## config.mk

```make
export PLATFORM = sky130hd
export DESIGN_NAME = hex_scan_counter_flat
export DESIGN_NICKNAME = d
export VERILOG_FILES = /design/src/rtl/hex_scan_counter_if.sv /design/src/rtl/hex_scan_counter.sv /design/src/flat_wrapper.sv
export SDC_FILE = /design/constraint.sdc
export NUM_CORES = 1
export LEC_CHECK = 0
export CORE_AREA = 2 2 95 97
export CTS_BUF_LIST = sky130_fd_sc_hd__clkbuf_2 sky130_fd_sc_hd__clkbuf_4 sky130_fd_sc_hd__clkbuf_8
export CTS_CLUSTER_SIZE = 40
export DETAILED_ROUTE_END_ITERATION = 8
export DIE_AREA = 0 0 97 99
export PLACE_DENSITY = 0.69
export SLEW_MARGIN = 20
export SYNTH_ARGS = -nofsm -noshare
export SYNTH_HDL_FRONTEND = slang
export SYNTH_SLANG_ARGS = --single-unit
export TNS_END_PERCENT = 30
```

## constraint.sdc

```tcl
create_clock -name clk -period 2.9 [get_ports clk]
set_input_delay 0.58 -clock clk [delete_from_list [all_inputs] [get_ports clk]]
set_output_delay 0.58 -clock clk [all_outputs]
set_load 0.02 [all_outputs]
```

## src/rtl/hex_scan_counter_if.sv

```systemverilog
// Control and display bus of the hex scan counter: count controls in, count and
// multiplexed digit/anode/blank out toward a single 7-segment decoder.
interface hex_scan_counter_if;
  logic        en;
  logic        up;
  logic        load;
  logic [15:0] load_val;
  logic [15:0] cnt;
  logic        tick;
  logic [0:3]  digit;
  logic [0:3]  an;
  logic        blank;

  modport master (
    output en, up, load, load_val,
    input  cnt, tick, digit, an, blank
  );

  modport slave (
    input  en, up, load, load_val,
    output cnt, tick, digit, an, blank
  );
endinterface

```

## src/rtl/hex_scan_counter.sv

```systemverilog
// Prescaled 16-bit up/down hex counter with synchronous load, time-multiplexing
// its four nibbles onto one digit bus with anode selects and leading-zero blanking.
module hex_scan_counter #(
  parameter int TICK_DIV = 50000000,
  parameter int SCAN_DIV = 50000
) (
  input  logic              clk,
  input  logic              rst_n,   // active-high despite the name
  hex_scan_counter_if.slave bus
);
  localparam int TW = (TICK_DIV > 1) ? $clog2(TICK_DIV) : 1;
  localparam int SW = (SCAN_DIV > 1) ? $clog2(SCAN_DIV) : 1;
  localparam logic [TW-1:0] TICK_LAST = TW'(TICK_DIV - 1);
  localparam logic [SW-1:0] SCAN_LAST = SW'(SCAN_DIV - 1);

  logic [TW-1:0] presc_q, presc_d;
  logic [15:0]   cnt_q, cnt_d;
  logic          tick_q, tick_d;
  logic [SW-1:0] scan_q, scan_d;
  logic [1:0]    slot_q, slot_d;

  always_ff @(posedge clk or posedge rst_n) begin
    if (rst_n) begin
      presc_q <= '0;
      cnt_q   <= '0;
      tick_q  <= 1'b0;
      scan_q  <= '0;
      slot_q  <= '0;
    end else begin
      presc_q <= presc_d;
      cnt_q   <= cnt_d;
      tick_q  <= tick_d;
      scan_q  <= scan_d;
      slot_q  <= slot_d;
    end
  end

  // Load beats a coincident step and restarts the prescaler.
  always_comb begin
    presc_d = presc_q;
    cnt_d   = cnt_q;
    tick_d  = 1'b0;
    if (bus.load) begin
      cnt_d   = bus.load_val;
      presc_d = '0;
    end else if (bus.en) begin
      if (presc_q == TICK_LAST) begin
        presc_d = '0;
        tick_d  = 1'b1;
        cnt_d   = bus.up ? cnt_q + 16'd1 : cnt_q - 16'd1;
      end else begin
        presc_d = presc_q + TW'(1);
      end
    end
  end

  always_comb begin
    scan_d = scan_q + SW'(1);
    slot_d = slot_q;
    if (scan_q == SCAN_LAST) begin
      scan_d = '0;
      slot_d = slot_q + 2'd1;
    end
  end

  logic [3:0] nib [4];
  logic [3:0] nib_zero;

  for (genvar gi = 0; gi < 4; gi++) begin : g_nib
    assign nib[gi]      = cnt_q[4*gi +: 4];
    assign nib_zero[gi] = (cnt_q[4*gi +: 4] == 4'h0);
  end

  logic [3:0] an_val;
  logic       blank_val;

  // Blank only when this nibble and every more significant one are zero.
  always_comb begin
    an_val    = 4'b1110;
    blank_val = 1'b0;
    case (slot_q)
      2'd0: begin
        an_val    = 4'b1110;
        blank_val = 1'b0;
      end
      2'd1: begin
        an_val    = 4'b1101;
        blank_val = &nib_zero[3:1];
      end
      2'd2: begin
        an_val    = 4'b1011;
        blank_val = &nib_zero[3:2];
      end
      default: begin
        an_val    = 4'b0111;
        blank_val = nib_zero[3];
      end
    endcase
  end

  assign bus.cnt   = cnt_q;
  assign bus.tick  = tick_q;
  assign bus.digit = nib[slot_q];
  assign bus.an    = an_val;
  assign bus.blank = blank_val;
endmodule
```

## src/flat_wrapper.sv

```systemverilog
// flat-port wrapper written by rule: the top's interface ports become plain ports
module hex_scan_counter_flat 
#(
  parameter int TICK_DIV = 50000000,
  parameter int SCAN_DIV = 50000
)
  (clk, rst_n, bus_en, bus_up, bus_load, bus_load_val, bus_cnt, bus_tick, bus_digit, bus_an, bus_blank);
  hex_scan_counter_if bus_i ();
  input  logic clk;
  input  logic rst_n;
  input wire logic [$bits(bus_i.en)-1:0] bus_en;
  input wire logic [$bits(bus_i.up)-1:0] bus_up;
  input wire logic [$bits(bus_i.load)-1:0] bus_load;
  input wire logic [$bits(bus_i.load_val)-1:0] bus_load_val;
  output wire logic [$bits(bus_i.cnt)-1:0] bus_cnt;
  output wire logic [$bits(bus_i.tick)-1:0] bus_tick;
  output wire logic [$bits(bus_i.digit)-1:0] bus_digit;
  output wire logic [$bits(bus_i.an)-1:0] bus_an;
  output wire logic [$bits(bus_i.blank)-1:0] bus_blank;
  assign bus_i.en = bus_en;
  assign bus_i.up = bus_up;
  assign bus_i.load = bus_load;
  assign bus_i.load_val = bus_load_val;
  assign bus_cnt = bus_i.cnt;
  assign bus_tick = bus_i.tick;
  assign bus_digit = bus_i.digit;
  assign bus_an = bus_i.an;
  assign bus_blank = bus_i.blank;
  hex_scan_counter #(.TICK_DIV(TICK_DIV), .SCAN_DIV(SCAN_DIV)) u_core (.clk(clk), .rst_n(rst_n), .bus(bus_i));
endmodule
```

# Word level (Yosys, flattened, before mapping)
# Index checks and enable logic that the tools add are counted.
[totals]
ff_bits = 61
[op_classes]
n_addsub = 5
order_cmp = 1
eq_ne = 4
n_mux = 16
bitwise_logic = 1
n_reduce_logical = 9
[op_table]
columns = ["cell", "n"]
rows = [
  ["two-way mux 16 bit", 5],
  ["two-way mux 26 bit", 3],
  ["adder 16 x 1 -> 16 bit, second input constant", 2],
  ["adder 26 x 1 -> 26 bit, second input constant", 1],
  ["== test 26 bit, second input constant", 1],
  ["== test 16 bit, second input constant", 1],
  ["subtractor 16 x 1 -> 16 bit, second input constant", 1],
  ["zero test 4 bit", 3],
  ["case mux 4 bit (3 select lines)", 1],
  ["binary-select mux 4 bit (select 2 bit)", 1],
  ["two-way mux 4 bit", 2],
  ["AND reduction 2 bit", 2],
  ["nonzero test 2 bit", 2],
  ["greater-or-equal comparator 3 bit, second input constant", 1],
  ["two-way mux 1 bit", 3],
  ["NOT 2 -> 3 bit", 1],
  ["case mux 1 bit (3 select lines)", 1],
  ["AND reduction 3 bit", 1],
  ["adder 2 x 1 -> 2 bit, second input constant", 1],
  ["== test 2 x 1 -> 1 bit, second input constant", 1],
  ["== test 2 bit, second input constant", 1],
  ["zero test 2 bit", 1],
]

# Logic depth before layout (Yosys ltp)
# Gate-level depths: netlist of the first run.
[logic_depth]
word_depth = 5
ltp_mapped = 9

# Least setup slack after synthesis of the first run
# Ideal clock, no wire load.
[synth_path]
kind = "input to register"
from = "in bus_up"
to = "reg u_core.cnt_q[15], in the netlist u_core.bus.cnt[15]"
setup_time_ps = 82
t_arrival_ps = 2379
required_ps = 2818
setup_slack_ps = 439
cell_stages = 9
cell_sequence = "inv_1 > ha_1 > a21oi_1 > nor2_1 > nor3_1 > a21oi_1 > xnor2_1 > or3_1 > a31oi_1"
[synth_between]
elab_chain_cells = 4
[synth_rtl]
columns = ["item", "line", "rtl"]
rows = [
  ["from (decl)", "flat_wrapper.sv:12", "input wire logic [$bits(bus_i.up)-1:0] bus_up;"],
  ["two-way mux 16 bit", "hex_scan_counter.sv:50", "cnt_d = bus.up ? cnt_q + 16'd1 : cnt_q - 16'd1;"],
  ["two-way mux 16 bit", "hex_scan_counter.sv:47", "if (presc_q == TICK_LAST) begin"],
  ["two-way mux 16 bit", "hex_scan_counter.sv:46", "end else if (bus.en) begin"],
  ["two-way mux 16 bit", "hex_scan_counter.sv:43", "if (bus.load) begin"],
  ["to (signal assigned)", "hex_scan_counter.sv:31", "cnt_q <= cnt_d;"],
  ["to (decl)", "hex_scan_counter.sv:17", "logic [15:0] cnt_q, cnt_d;"],
]
# No other way between the ends. The select of a mux whose other input is x is not followed.
# A chain may end at the register's enable or synchronous reset.

# Worst setup path after layout of the first run
[layout_path]
from = "reg u_core.cnt_q[4], in the netlist u_core.bus.cnt[4]"
to = "out bus_blank"
[layout_between]
elab_chain_cells = 3
[layout_rtl]
columns = ["item", "line", "rtl"]
rows = [
  ["zero test 4 bit", "hex_scan_counter.sv:71", "assign nib_zero[gi] = (cnt_q[4*gi +: 4] == 4'h0);"],
  ["AND reduction 3 bit", "hex_scan_counter.sv:88", "blank_val = &nib_zero[3:1];"],
  ["case mux 1 bit (3 select lines)", "hex_scan_counter.sv:81", "case (slot_q)"],
  ["to (decl)", "flat_wrapper.sv:19", "output wire logic [$bits(bus_i.blank)-1:0] bus_blank;"],
]
# No other way between the ends.

==> impl_results.md, run 1 <==
- Status: completed
- Share of layout cells above drive strength 1: 0.108
- Max_cap viols: 0
- Max-slew violations: 0
- FP Rows: 34
- Sequential area share after synthesis: 0.404
- Drt wl/cell: 14.5 µm
- Final Cycle Share: 0.938
- Placed Instances: 590
- Final Critical Period: 2720 ps
- CTS Buf Count: 9
- CP arrival: 2140 ps
- Max incr delay on CP: approximately 600 ps
- Root Buffer: clkbuf_8
- Global-route wire length before repair: 15300 µm
- Port buffer count: 46
- Hold Vio Cnt, Final: 0
- Clock sinks: 61
- Worst VDD drop: 0.237 mV
- Vias per std cell: 5.39
- Pin count of the biggest net entering global routing: 37
- Syn Inst Count: 419
- # IOs: 47
- Post-synth top area share: 0.404
- Synth-to-Final Area Change: 26.2%
- Initial antenna violation count: 0
- RSZ-0062 raised after global routing: false
- Routed WL: 8810 µm
- Setup violators final: 0
- Die Footprint: 9600 µm²
- Starting DRT DRC Count: 154
- Area leader, netlist: dfrtp_1
- Ys Warns: 0
- Worst hold slack: 490 ps
- Die H: just under 100 µm
- Nets: 537
- Clock Latency Late Sink: 340 ps
- Max_slew headroom: 0.614
- Syn_area_per_cell: around 9 µm²
- Htree depth: 3
- Number of antenna diodes: 0
- FF+latch count, synth: 61
- GRT Util Overall: 0.195
- CTS tree: done
- CP Max Fanout: 5
- Final ANT Viol Nets: 0
- Clk pin slew, worst setup/hold paths: 80 ps
- DR vias: 3267
- CTS Buffer Depth: 2
- P_leak: 0.00208 µW
- Final Non-Filler Cells: 606
- Cell Chain, Critical Path: nor4_1 -> a21o_1 -> a21oi_1 -> nor2_1 -> clkdlybuf4s50_1
- CP Capture Type: output pin
- Actual slew at the worst max-slew pin: approximately 580 ps
- Setup CP Type: reg2out
- Fillers: 780
- Post-synth cell types: 44
- Worst setup SP type: register
- Worst EP required: ~2300 ps
- Cell Pwr Density: 462 nW/µm²
- Setup bufs post-CTS: 0
- Final Wtd Congestion: between 0.9 and 1
- Die X: 97 µm
- Starting density of the core: 0.442
- Worst Hold Class: reg2reg
- Vias in the first global route: 3207
- Max Freq: 368 MHz
- CP max-delay cell: clkdlybuf4s50_1
- Total core area: 8550 µm²
- Net Count, Synth: 463
- Total grt overflow: 0
- Top cells by area, synth: dfrtp_1, ha_1, xor2_1
- DRC: 0
- Clock Skew: 10.9 ps
- Detailed placement HPWL: approximately 6600 µm
- Synthesized area: 3780 µm²
- Initial DRT Pass Iterations: 4
==> cell families (layout without fill, tap and decap cells) <==
group           after synthesis  after routing  share of synthesized area
compound gates               78             78                      0.118
xor+xnor                     47             47                      0.109
fa+ha+maj                    23             23                     0.0781
buf+inv                      25            104                     0.0285
flops                        61             61                      0.404
mux                          10             10                     0.0400
simple gates                175            175                      0.223
==> layout by cell type, fill, tap and decap left out, types with 2 or more instances in the layout <==
cell type	synthesis	routed
nand4_1	12	12
nand3_1	23	23
nor3_1	8	8
a21oi_1	24	24
nand2b_1	3	3
nor2b_1	6	6
a21o_1	5	5
clkinvlp_4	0	3
nor2_1	55	55
o211ai_1	2	2
dfrtp_1	61	59
a31oi_1	4	4
dfrtp_2	0	2
o31ai_1	6	6
ha_1	22	22
clkinv_4	0	2
o21ai_0	31	30
clkbuf_8	0	9
inv_1	13	12
nand2_1	42	42
clkdlybuf4s50_1	0	46
or3_1	2	2
xor2_1	31	31
and3_1	8	8
and4_1	3	3
buf_4	1	27
mux2i_1	5	5
nor4_1	4	4
mux4_2	4	4
xnor2_1	16	16
bufinv_16	0	2
and2_1	2	2
nor4b_1	2	2
==> cells in the mapped netlist, drive strengths merged <==
| cell type | instances |
|---|---|
| nor2 | 55 |
| o2111ai | 1 |
| and3 | 8 |
| o21bai | 1 |
| nand2 | 42 |
| and3b | 1 |
| or4b | 1 |
| a21oi | 24 |
| o41ai | 1 |
| nand2b | 3 |
| nor2b | 6 |
| or3 | 2 |
| dfrtp | 61 |
| and2 | 2 |
| o21a | 1 |
| a211o | 1 |
| and4 | 3 |
| nand4 | 12 |
| nor3b | 1 |
| or4 | 1 |
| mux4 | 4 |
| o211ai | 2 |
| nor4b | 2 |
| inv | 13 |
| a31oi | 4 |
| fa | 1 |
| mux2 | 1 |
| clkbuf | 7 |
| o31ai | 6 |
| ha | 22 |
| a21o | 5 |
| clkinv | 1 |
| mux2i | 5 |
| nor3 | 9 |
| buf | 4 |
| nand3 | 23 |
| xor2 | 31 |
| o21ai | 31 |
| nor4 | 4 |
| xnor2 | 16 |
| a211oi | 1 |
==> final timing paths <==
check / from / end / slack (ps) / cells past startpoint
worst max register to register: u_core.presc_q[21] / u_core.presc_q[25] / 520 / 7
worst min-delay path: u_core.presc_q[23] / u_core.presc_q[23] / 490 / 1
worst min register to register: u_core.presc_q[23] / u_core.presc_q[23] / 490 / 1
worst max-delay path: u_core.bus.cnt[4] / bus_blank / 180 / 5
max in group asynchronous: rst_n / u_core.bus.cnt[7] / 1680 / 3
min in group asynchronous: rst_n / u_core.scan_q[5] / 620 / 2
==> area by class of cell <==
type / count / area, µm² / share of cell area
multi-input combinational: 333 / 2150 / 0.450
sequential: 61 / 1530 / 0.320
timing repair buffer: 74 / 683 / 0.143
tap: 108 / 135 / 0.0283
clock buffer: 9 / 124 / 0.0260
clock inverter: 7 / 100 / 0.0210
inverter: 14 / 52.6 / 0.0110
==> power breakdown <==
group / leakage (µW) / switching [µW] / internal (µW)
Clock: 0.000102 / 361 / 486
Combinational: 0.00118 / 224 / 225
Sequential: 0.000802 / 36.6 / 873
Total: 0.00208 / 622 / 1580
==> worst max-delay path, delay by kind of cell, from the launching register on <==
kind,cells,cell delay (ps)
buf+inv,1,600
simple gates,2,490
flops,1,440
compound gates,2,260
==> layer usage <==
metal / GRT usage / wire length [µm] / vias up
met5: 0 / 0 / -
met3: 0.0404 / 521 / 4
li1: - / - / 1620
met2: 0.322 / 4130 / 90
met1: 0.262 / 4100 / 1553
met4: 0.0520 / 55 / 0
==> sequential cells by signal, summed over array words and instances (netlist names) <==
signal and cells:
u_core.presc_q 26, u_core.slot_q 2, u_core.bus.cnt 16, u_core.bus.tick 1
u_core.scan_q 16
==> stage by stage <==
| stage | area (µm²) | util | setup TNS, ps | setup WS (ps) | total power, µW |
|---|---|---|---|---|---|
| floorplan | 3780 | - | 0 | 439 | 1180 |
| global placement | 4540 | 0.531 | -64.7 | -38.5 | 1370 |
| detailed placement | 4540 | 0.531 | -473 | -105 | 1380 |
| CTS | 4770 | 0.558 | 0 | 43.2 | 2230 |
| global route | 4770 | 0.558 | 0 | 10.5 | 2320 |
| finish | 4770 | 0.558 | 0 | 180 | 2210 |
==> what timing repair did <==
| action | in CTS | in global routing |
|---|---|---|
| resized for setup | 0 | 3 |
| endpoints found under the setup margin | 0 | 2 |
| hold buffers | 0 | 0 |
Note: power is estimated with default switching activity, not from simulation.
==> run 2: changes to the inputs <==
Settings changed: CORE_AREA 2 2 95 97 to 2 2 86 88, DIE_AREA 0 0 97 99 to 0 0 88 90, PLACE_DENSITY 0.69 to 0.81.
==> impl_results.md, run 2 (synthesis gave the netlist of run 1 again) <==
- Status: completed
- Cell Pwr Density: 449 nW/µm²
- Nets: 532
- Starting DRT DRC Count: 137
- Total core area: 7020 µm²
- Total grt overflow: 0
- Placed Instances: 576
- Initial antenna violation count: 0
- Clock sinks: 61
- Setup violators final: 0
- Starting density of the core: 0.539
- Synth-to-Final Area Change: 23.6%
- CTS Buffer Depth: 2
- Die H: roughly 90 µm
- Die X: 88 µm
- Worst VDD drop: 0.190 mV
- Final ANT Viol Nets: 0
- Max reg flops: 26
- GRT Util Overall: 0.240
- Detailed placement HPWL: around 6500 µm
- Clock Latency Late Sink: 340 ps
- Max_cap viols: 0
- DR vias: 3354
- Setup CP Type: reg2out
- Final Cycle Share: 0.945
- Initial DRT Pass Iterations: 4
- Htree depth: 3
- RSZ-0062 raised after global routing: false
- Most frequent cells in the layout: dfrtp_1, nor2_1, clkdlybuf4s50_1
- Buf+Inv Stages, Crit Path: 2
- Leading cell type in the layout, fill and taps excluded: dfrtp_1
- Hold Vio Cnt, Final: 0
- Max Freq: 365 MHz
- CTS tree: done
- Clk pin slew, worst setup/hold paths: 70 ps
- Fillers: ~560
- Max incr delay on CP: 530 ps
- Worst setup SP type: register
- Global-route wire length before repair: around 15000 µm
- CP max-delay cell: dfrtp_1
- Final Non-Filler Cells: 590
- Drt wl/cell: 14.7 µm
- Actual slew at the worst max-slew pin: 569 ps
- Share of layout cells above drive strength 1: 0.0957
- Vias per std cell: 5.68
- P_leak: 0.00205 µW
- Final Wtd Congestion: 0.882
- Max_slew headroom: 0.618
- Worst EP required: 2320 ps
- Port buffer count: 46
- Cell Chain, Critical Path: inv_1 -> ha_1 -> a21o_1 -> a21oi_1 -> nor2_1 -> clkdlybuf4s50_1
- CP arrival: about 2200 ps
- Die Footprint: 7920 µm²
- Routed WL: between 8000 and 9000 µm
- Number of antenna diodes: 0
- # IOs: 47
- Pre-CTS setup slack: -173 ps
- Final worst slack: approximately 160 ps
- Vias in the first global route: 3368
- DRC: 0
- Pin count of the biggest net entering global routing: 29
- Final Critical Period: 2740 ps
- Setup bufs post-CTS: 0
- CTS Buf Count: 9
- FP Rows: 31
- CP Capture Type: output pin
- Fin Setup TNS: 0 ps
- CP Max Fanout: 8
- Most flop-heavy register: u_core.presc_q
- Worst Hold Class: reg2reg
- Root Buffer: clkbuf_8
- Clock Skew: about 10 ps
- Max-slew violations: 0
- CP top delay family: buffers and inverters
run 2: changes by cell type in the layout (fill, tap and decap cells not counted), sizes merged:
cell,change
bufinv,-1
clkbuf,+3
clkinv,-1
buf,-5
clkinvlp,-3
run 2: metrics by stage:
stage | power [µW] | utilization | hold WS [ps] | area (µm²)
after floorplan | 1180 | - | 437 | 3780
after global placement | 1350 | 0.639 | 471 | 4480
after detailed placement | 1360 | 0.639 | 478 | 4480
after CTS | 2110 | 0.665 | 492 | 4670
after global routing | 2200 | 0.665 | 507 | 4670
final | 2100 | 0.665 | 490 | 4670
run 2: worst register-to-register path: stages, from the launching register on:
cell and delay, ps:
dfrtp_1 430, inv_1 90, fa_1 440, nor2b_1 170, o2111ai_1 150, a21oi_1 330, buf_4 180, nor3_1 40
o21bai_1 170, xnor2_1 140, o21ai_0 110
run 2: what timing repair did:
item | 4_1_cts | 5_1_grt
hold buffers | 0 | 0
gates resized for setup | 0 | 2
setup endpoints to repair | 0 | 3
run 2: metal layers:
layer,track usage,part of all wire,vias to the layer above
met5,0,0,-
met1,0.305,0.42,1623
met2,0.400,0.51,97
li1,-,-,1617
met4,0.109,0.025,0
met3,0.0340,0.045,17
run 2: worst paths after layout:
kind                                      endpoint          startpoint  depth (start not counted)  slack (ps)
max in group asynchronous       u_core.presc_q[24]               rst_n                          3        1680
worst max register to register  u_core.bus.cnt[14]   u_core.bus.cnt[0]                         10         530
min in group asynchronous       u_core.presc_q[13]               rst_n                          2         560
worst min register to register  u_core.presc_q[23]  u_core.presc_q[23]                          1         490
worst min-delay path            u_core.presc_q[23]  u_core.presc_q[23]                          1         490
worst max-delay path                     bus_blank    u_core.slot_q[0]                          6         160
run 2: final cells by class:
type	instances	area, µm²	area share
Multi-Input combinational cell	333	2150	0.460
Sequential cell	61	1530	0.327
Timing Repair Buffer	69	633	0.136
Clock buffer	12	153	0.0327
Tap cell	99	124	0.0265
Inverter	14	52.6	0.0112
Clock inverter	2	35.0	0.00750
run 2: power by group:
part	internal, µW	switching [µW]
clock	429	318
combinational	217	223
sequential	874	35.0
==> run 3: changes to the inputs <==
Settings changed: GPL_ROUTABILITY_DRIVEN from default to 0.
==> impl_results.md, run 3 (synthesis gave the netlist of run 1 again) <==
- Die Footprint: 7920 µm²
- Pin count of the biggest net entering global routing: 62
- Starting density of the core: 0.539
- CP Max Fanout: 5
- Routed WL: 9060 µm
- CTS Buf Count: 9
- Die H: around 90 µm
- Worst VDD drop: 0.236 mV
- Max_cap viols: 0
- Clock Skew: ~11 ps
- Setup CP Type: reg2out
- Vias per std cell: 5.60
- Final Critical Period: 2730 ps
- Reg-to-reg endpoint: u_core.bus.cnt[3]
- Status: completed
- RSZ-0062 raised after global routing: false
- Root Buffer: clkbuf_8
- Max_slew headroom: 0.619
- Initial antenna violation count: 0
- Hold Crit Start: u_core.presc_q[25]
- Total grt overflow: 0
- Setup bufs post-CTS: 0
- Hold Vio Cnt, Final: 0
- Port buffer count: 46
- Cell Pwr Density: roughly 440 nW/µm²
- Leading cell type in the layout, fill and taps excluded: dfrtp_1
- CP max-delay cell: clkdlybuf4s50_1
- CTS Buffer Depth: 2
- GRT Util Overall: 0.246
- DR vias: between 3k and 4k
- # IOs: 47
- DRC: 0
- Hold depth: 1
- Share of layout cells above drive strength 1: 0.105
- Max-slew violations: 0
- Nets: 534
- Detailed placement HPWL: 6600 µm
- Starting DRT DRC Count: 200
- P_leak: approximately 0.0021 µW
- Drt wl/cell: 15.3 µm
- FF-to-FF setup slack: 440 ps
- Placed cell area: 4510 µm²
- Max incr delay on CP: 620 ps
- Design Area, Final: 4700 µm²
- CP Capture Type: output pin
- Global-route wire length before repair: 15300 µm
- Met3 Usage GRT: 0.0615
- Total core area: 7020 µm²
- R2R cell count: 8
- Max reg flops: 26
- Worst Hold End: u_core.presc_q[25]
- Met1 GRT Util: 0.319
- Final worst slack: 173 ps
- Cell Chain, Critical Path: nor4_1 -> a21o_1 -> a21oi_1 -> nor2_1 -> clkdlybuf4s50_1
- Clk pin slew, worst setup/hold paths: about 70 ps
- Initial DRT Pass Iterations: 4
- Final Cycle Share: 0.940
- Most flop-heavy register: u_core.presc_q
- Clock sinks: roughly 60
- Global-route layer with the greatest usage: met2
- Fillers: between 500 and 600
- Actual slew at the worst max-slew pin: 567 ps
- Area of the multi-input gates: about 2200 µm²
- CTS tree: done
- R2R Path Start: u_core.presc_q[21]
- Max Freq: 367 MHz
- Die X: 88 µm
- FP Rows: 31
- Pre-CTS setup slack: -140 ps
- CP arrival: 2150 ps
- Worst Hold Class: reg2reg
- Clock Latency Late Sink: around 360 ps
- Synth-to-Final Area Change: 24.2%
- Setup violators final: 0
- Sequential cell area: 1530 µm²
- Worst setup SP type: register
- Most frequent cells in the layout: dfrtp_1, nor2_1, clkdlybuf4s50_1
- Worst EP required: 2320 ps
- Final ANT Viol Nets: 0
- M2 GR Usage: 0.397
- Htree depth: 3
- Vias in the first global route: 3345
- Number of antenna diodes: 0
run 3: cell type report:
cell class | count | share of cell area
multi-input combinational | 333 | 0.459
timing repair buffer | 71 | 0.141
inverter | 14 | 0.0112
sequential | 61 | 0.326
clock buffer | 9 | 0.0264
tap | 99 | 0.0264
clock inverter | 7 | 0.0109
run 3: worst max-delay path by stage:
stage | end | cells past startpoint | slack (ps) | start
after floorplan | u_core.bus.cnt[15] | 9 | 440 | bus_up
after global placement | u_core.bus.cnt[15] | 10 | -20 | bus_up
after detailed placement | u_core.bus.cnt[12] | 10 | -140 | bus_up
after CTS | bus_blank | 6 | 60 | u_core.slot_q[1]
after global routing | u_core.bus.cnt[15] | 10 | 7 | bus_up
final | bus_blank | 5 | 170 | u_core.bus.cnt[4]
run 3: where the power goes:
group / internal, µW / switching [µW] / leakage (µW)
Clock: 312 / 375 / 0.0000856
Combinational: 222 / 232 / 0.00116
Sequential: 873 / 37.2 / 0.000802
Total: 1410 / 644 / 0.00205
run 3: metal layers:
| layer | share of wire | up-vias |
|---|---|---|
| li1 | - | 1613 |
| met1 | 0.44 | 1618 |
| met2 | 0.49 | 85 |
| met3 | 0.048 | 13 |
| met4 | 0.014 | 0 |
| met5 | 0 | - |
run 3: per-stage QoR:
| step | power, µW | utilization | std cells | hold WS [ps] | TNS [ps] |
|---|---|---|---|---|---|
| 5_1_grt | 2150 | 0.669 | 594 | 500 | 0 |
| 6_report | 2050 | 0.669 | 594 | 482 | 0 |
| 2_1_floorplan | 1180 | - | 419 | 437 | 0 |
| 3_3_place_gp | 1360 | 0.642 | 578 | 466 | -15.8 |
| 3_5_place_dp | 1370 | 0.642 | 578 | 467 | -294 |
| 4_1_cts | 2050 | 0.667 | 594 | 483 | 0 |
run 3: critical path, delay by kind of cell, from the launching register on:
| kind | cells | cell delay [ps] |
|---|---|---|
| AOI/OAI and AO/OA | 2 | 250 |
| DFF | 1 | 440 |
| buffers and inverters | 1 | 620 |
| and+or+nand+nor | 2 | 490 |
run 3: what timing repair did:
item	in CTS	in global routing
endpoints found under the hold margin	0	0
endpoints found under the setup margin	0	2
gates resized for setup	0	3
hold buffers	0	0
